--- config.mk ---
export PLATFORM = sky130hd
export DESIGN_NAME = snoop_responder
export DESIGN_NICKNAME = d
export VERILOG_FILES = /design/src/rtl/snoop_responder.sv
export SDC_FILE = /design/constraint.sdc
export NUM_CORES = 1
export LEC_CHECK = 0
export ABC_CLOCK_PERIOD_IN_PS = 2100
export BUFFER_PORTS_ARGS = -buffer_cell sky130_fd_sc_hd__buf_2
export CAP_MARGIN = 40
export CORE_ASPECT_RATIO = 2
export CORE_MARGIN = 2
export CORE_UTILIZATION = 55
export CTS_CLUSTER_DIAMETER = 100
export DETAILED_ROUTE_END_ITERATION = 12
export PLACE_DENSITY = 0.77
export SYNTH_ARGS = -nofsm -noshare
export SYNTH_HDL_FRONTEND = slang
export SYNTH_SLANG_ARGS = --single-unit
--- constraint.sdc ---
create_clock -name clk -period 2.1 [get_ports clk]
set_input_delay 0.315 -clock clk [delete_from_list [all_inputs] [get_ports clk]]
set_output_delay 0.315 -clock clk [all_outputs]
set_load 0.05 [all_outputs]
--- src/rtl/snoop_responder.sv ---
// snoop_responder
//   Per-sector coherence state table plus a snoop FSM that answers remote bus
//   transactions: hits on readable copies pulse SHR/SHW, dirty copies are
//   written back (send_abort held while the write-back runs), and shared or
//   exclusive copies hit by a write are invalidated.
//
// Ports
//   clk              single clock, rising edge
//   reset            asynchronous, active-low
//   bus_valid        remote transaction present this cycle
//   bus_op           00 read-shared, 01 read-exclusive, 10 write-miss, 11 invalidate
//   bus_sector       target sector of the remote transaction
//   lcl_we           local controller state write strobe
//   lcl_sector       sector written by the local controller
//   lcl_state        state value written by the local controller
//   wb_ack           memory accepted one write-back beat
//   SHR / SHW        snoop hit on read / on write (1-cycle pulses)
//   send_abort       level; requester must retry
//   wb_req           level; write-back beat request
//   write_back_done  1-cycle pulse at the end of a write-back
//   AllInvDone       1-cycle pulse after the local copy was invalidated
//   bus_retry        1-cycle pulse; remote transaction refused while busy
//   busy             FSM not IDLE
module snoop_responder #(
  parameter int unsigned WB_BEATS = 4,
  parameter int unsigned NSECT_W  = 2
) (
  input  logic               clk,
  input  logic               reset,
  input  logic               bus_valid,
  input  logic [1:0]         bus_op,
  input  logic [NSECT_W-1:0] bus_sector,
  input  logic               lcl_we,
  input  logic [NSECT_W-1:0] lcl_sector,
  input  logic [2:0]         lcl_state,
  input  logic               wb_ack,
  output logic               SHR,
  output logic               SHW,
  output logic               send_abort,
  output logic               wb_req,
  output logic               write_back_done,
  output logic               AllInvDone,
  output logic               bus_retry,
  output logic               busy
);

  localparam int unsigned NSECT = 1 << NSECT_W;
  localparam logic [3:0]  BEATS = 4'(WB_BEATS);

  localparam logic [2:0] ST_IDLE      = 3'd0;
  localparam logic [2:0] ST_LOOKUP    = 3'd1;
  localparam logic [2:0] ST_WRITEBACK = 3'd2;
  localparam logic [2:0] ST_WB_DONE   = 3'd3;
  localparam logic [2:0] ST_INV_ACK   = 3'd4;

  localparam logic [2:0] S_INVALID   = 3'b000;
  localparam logic [2:0] S_SHARED_1  = 3'b001;
  localparam logic [2:0] S_EXCLUSIVE = 3'b010;
  localparam logic [2:0] S_MODIFIED  = 3'b011;
  localparam logic [2:0] S_START_WB  = 3'b101;

  logic [2:0]             state_q, state_d;
  logic [1:0]             op_q, op_d;
  logic [NSECT_W-1:0]     sec_q, sec_d;
  logic [3:0]             cnt_q, cnt_d;
  logic [NSECT-1:0][2:0]  sect_q, sect_d;
  logic                   shr_q, shr_d;
  logic                   shw_q, shw_d;
  logic                   abort_q, abort_d;
  logic                   wbd_q, wbd_d;
  logic                   aid_q, aid_d;
  logic                   retry_q, retry_d;

  logic                   snp_we;
  logic [2:0]             snp_state;
  logic                   rd_op;
  logic [2:0]             cur_state;

  assign rd_op     = ~op_q[1];
  assign cur_state = sect_q[sec_q];
  assign busy      = (state_q != ST_IDLE);

  always_comb begin
    state_d   = state_q;
    op_d      = op_q;
    sec_d     = sec_q;
    cnt_d     = cnt_q;
    abort_d   = abort_q;
    shr_d     = 1'b0;
    shw_d     = 1'b0;
    wbd_d     = 1'b0;
    aid_d     = 1'b0;
    snp_we    = 1'b0;
    snp_state = S_INVALID;
    retry_d   = bus_valid & busy;

    case (state_q)
      ST_IDLE: begin
        if (bus_valid) begin
          op_d    = bus_op;
          sec_d   = bus_sector;
          state_d = ST_LOOKUP;
        end
      end
      ST_LOOKUP: begin
        state_d = ST_IDLE;
        case (cur_state)
          S_SHARED_1, S_EXCLUSIVE: begin
            if (rd_op) begin
              shr_d     = 1'b1;
              snp_we    = 1'b1;
              snp_state = S_SHARED_1;
            end else begin
              shw_d     = 1'b1;
              snp_we    = 1'b1;
              snp_state = S_INVALID;
              state_d   = ST_INV_ACK;
            end
          end
          S_MODIFIED: begin
            shr_d     = rd_op;
            shw_d     = ~rd_op;
            abort_d   = 1'b1;
            snp_we    = 1'b1;
            snp_state = S_START_WB;
            cnt_d     = '0;
            state_d   = ST_WRITEBACK;
          end
          default: ;
        endcase
      end
      ST_WRITEBACK: begin
        if (wb_ack) begin
          cnt_d = cnt_q + 4'd1;
          // Leaving on the final ack drops wb_req at that same edge.
          if (cnt_q + 4'd1 == BEATS) state_d = ST_WB_DONE;
        end
      end
      ST_WB_DONE: begin
        wbd_d     = 1'b1;
        abort_d   = 1'b0;
        snp_we    = 1'b1;
        snp_state = rd_op ? S_SHARED_1 : S_INVALID;
        state_d   = ST_IDLE;
      end
      ST_INV_ACK: begin
        aid_d   = 1'b1;
        state_d = ST_IDLE;
      end
      default: state_d = ST_IDLE;
    endcase
  end

  // Local writes to the sector under snoop are dropped while busy; the snoop
  // update is applied last so it wins any same-sector collision.
  always_comb begin
    sect_d = sect_q;
    if (lcl_we && !(busy && (lcl_sector == sec_q)))
      sect_d[lcl_sector] = lcl_state;
    if (snp_we)
      sect_d[sec_q] = snp_state;
  end

  always_ff @(posedge clk or negedge reset) begin
    if (!reset) begin
      state_q <= ST_IDLE;
      op_q    <= '0;
      sec_q   <= '0;
      cnt_q   <= '0;
      sect_q  <= '0;
      shr_q   <= 1'b0;
      shw_q   <= 1'b0;
      abort_q <= 1'b0;
      wbd_q   <= 1'b0;
      aid_q   <= 1'b0;
      retry_q <= 1'b0;
    end else begin
      state_q <= state_d;
      op_q    <= op_d;
      sec_q   <= sec_d;
      cnt_q   <= cnt_d;
      sect_q  <= sect_d;
      shr_q   <= shr_d;
      shw_q   <= shw_d;
      abort_q <= abort_d;
      wbd_q   <= wbd_d;
      aid_q   <= aid_d;
      retry_q <= retry_d;
    end
  end

  assign SHR             = shr_q;
  assign SHW             = shw_q;
  assign send_abort      = abort_q;
  assign wb_req          = (state_q == ST_WRITEBACK);
  assign write_back_done = wbd_q;
  assign AllInvDone      = aid_q;
  assign bus_retry       = retry_q;

endmodule
==> impl_metrics.ini <==
[status]
status = completed

[place]
gp_congestion = 0.754
place_ws_ps = 93.8
port-buffer-count = 20
dpl.hpwl_microns = 2580
place_area_sq_um = 1660

[cts]
hold_buffers = 0
post_cts_resized = 0
cts_inserted_buffers = 3
ctsRootBufferMaster = clkbuf_8
cts.reportedPaths.clkPinSlew_ps = 90
cts_sinks = 28
clockBufferDepth = 2
cts_max_level = 1
cts_tree = yes
clock_latency_ps = 270
cts_setup_buffers = 0

[flow_run]
maxCapViolCount = 0

[sta]
worst_pin_slew_ps = 608
skew_ps = 2.73
tns_ps = 0
slew_violations = 0
final_hold_viol_count = 0
max_freq_ghz = 0.497
fin_crit_ps = 2010
final.setup.worst_slack_ps = 89.0
post-route-period-util = 0.958
slew_headroom = 0.595
finalSetupViolations = 0
rsz0062_at_grt = false

[final_layout]
area_growth_pct = 13.5
diodes = 0
finalInstanceArea_sq_um = 1700
final_util = 0.660
drive_above_1_share = 0.296
final_nets = 170

[worst_setup_path]
crit_type = reg2reg
r2r_cells = 4
critPathMaxFanout = 6
slowest_stage = a2111o_1
reg2reg_from = state_q[2]
start_kind = register
arrival_ps = 2170
reg2reg_slack_ps = 90
crit_path_max_incr_delay_ps = 510
reg2reg_to = sect_q[1]
endpoint_kind = register
crit_chain = or3_1, a2111o_1, mux2_4, and2_1
required_ps = 2260

[power]
p_leak_nw = 0.843
power_frac_seq = 0.379
swShare = 0.425
p_comb_frac = 0.509
p_switching_mw = 1.08
clockPowerShare = 0.113
powerDensity_nw_per_um2 = 1500
p_int_mw = 1.46
ir_drop_uv = 707

[global_routing]
grt_max_degree = 29
grt_use_total = 0.225
met2_usage = 0.405
grt_overflow = 0
antenna_found_initial = 0
gr-usage-met1 = 0.220
grt_use_met3 = 0.0257
grt_pass1_wl_microns = 4900
top_usage_layer = met2
grt_pass1_vias = 1129

[detailed_routing]
post_drt_via_cell_ratio = 6.15
drc = 0
dr.pass1.iters = 4
drt_wl_total_microns = 3250
vias = 1107
ant_nets = 0
wl_per_cell_microns = 18.1
drt_iter0_drc = 34

[logic_synthesis]
yosysUniqueCellTypes = 38
syn-cell-area_sq_um = 1500
async_reset_ff_frac = 1.00
yosysSeqAreaShare = 0.469
synthesis.nets = 142
synth-seq-cells = 28
ys.flop_type = dfrtp_1
synthCells = 126
yosys_warnings = 0
synth_edf_count = 0
postSynthAreaPerCell_sq_um = 11.9

[floorplan]
io-pin-count = 22
die-area_sq_um = 3180
start_util = 0.582
die_y_microns = 77.7
coreArea_sq_um = 2570
die_w_microns = 40.9
fp-row-count = 26

[hold_path]
hold_path_class = in2async
## worst max-delay path: cells and delay by family, from the launching register on
family | cells | cell delay (ps)
AOI/OAI and AO/OA | 1 | 510
DFF | 1 | 430
muxes | 1 | 330
and+or+nand+nor | 2 | 640
## layer usage
metal,routed length [microns],part of all wire,up-vias
li1,-,-,508
met1,1140,0.35,549
met2,1840,0.57,38
met3,146,0.045,12
met4,123,0.038,0
met5,0,0,-
## how the worst max path moves through the flow
stage | start | to | slack, ps | cells past startpoint
floorplan | state_q[2] | sect_q[1] | 160 | 5
global placement | state_q[2] | sect_q[1] | 160 | 4
detailed placement | state_q[2] | sect_q[1] | 90 | 4
CTS | sec_q[0] | sect_q[5] | 80 | 4
global route | state_q[2] | sect_q[1] | 40 | 4
finish | state_q[2] | sect_q[1] | 90 | 4
## synth_stat cells (all sizes together), types with 2 or more instances
master,number,area (sq um)
dfrtp,28,701
mux2i,17,170
nor2,8,30.0
and2,7,43.8
mux2,7,82.6
a21oi,5,25.0
inv,5,18.8
nand2,5,18.8
buf,4,31.3
o21ai,4,20.0
mux4,3,67.6
nand3,3,15.0
nor2b,3,18.8
nor3b,3,22.5
o211ai,3,37.5
a211oi,2,20.0
a31oi,2,12.5
ha,2,25.0
nand3b,2,15.0
xnor2,2,17.5
## registers in the layout, summed over array words and instances, names as in the netlist
name             cells
SHW                  1
send_abort           1
SHR                  1
write_back_done      1
sect_q              12
state_q              3
sec_q                2
AllInvDone           1
cnt_q                4
bus_retry            1
op_q                 1
## placed cells by master, fill, tap and decap left out, types with 4 or more instances in the layout
master	count
buf_4	8
and2_1	7
inv_1	4
nor2_1	8
mux2_1	5
nand2_1	5
dfrtp_1	28
a21oi_1	5
mux2i_1	17
buf_2	20
## power by group through the flow
stage	Sequential [mW]	Clock (mW)	Combinational, mW
2_1_floorplan	1.02	0	0.921
3_5_place_dp	0.971	0	1.29
5_1_grt	0.991	0.309	1.38
4_1_cts	0.961	0.292	1.30
3_3_place_gp	0.944	0	1.24
6_report	0.961	0.286	1.29
## per-stage QoR
step	std cells	hold WS (ps)	power, mW
floorplan	126	19.4	1.94
global placement	177	348	2.18
detailed placement	177	369	2.26
CTS	180	66.9	2.55
global route	180	103	2.69
finish	180	45.3	2.54
## logic make-up (layout without fill, tap and decap cells)
| group | after synthesis | after routing | synth area share |
|---|---|---|---|
| AOI/OAI and AO/OA | 21 | 21 | 0.112 |
| DFF | 28 | 28 | 0.469 |
| and+or+nand+nor | 36 | 36 | 0.141 |
| adders and majority gates | 2 | 2 | 0.0167 |
| buffers and inverters | 10 | 36 | 0.0360 |
| xor gates and xnor gates | 2 | 2 | 0.0117 |
| muxes | 27 | 27 | 0.214 |
## layout make-up
class	instances	area [sq um]
fill	208	873
multi-input combinational	88	741
sequential	28	701
timing repair buffer	28	160
clock buffer	3	41.3
tap	28	35.0
inverter	5	18.8
(Power assumes the default switching activity.)
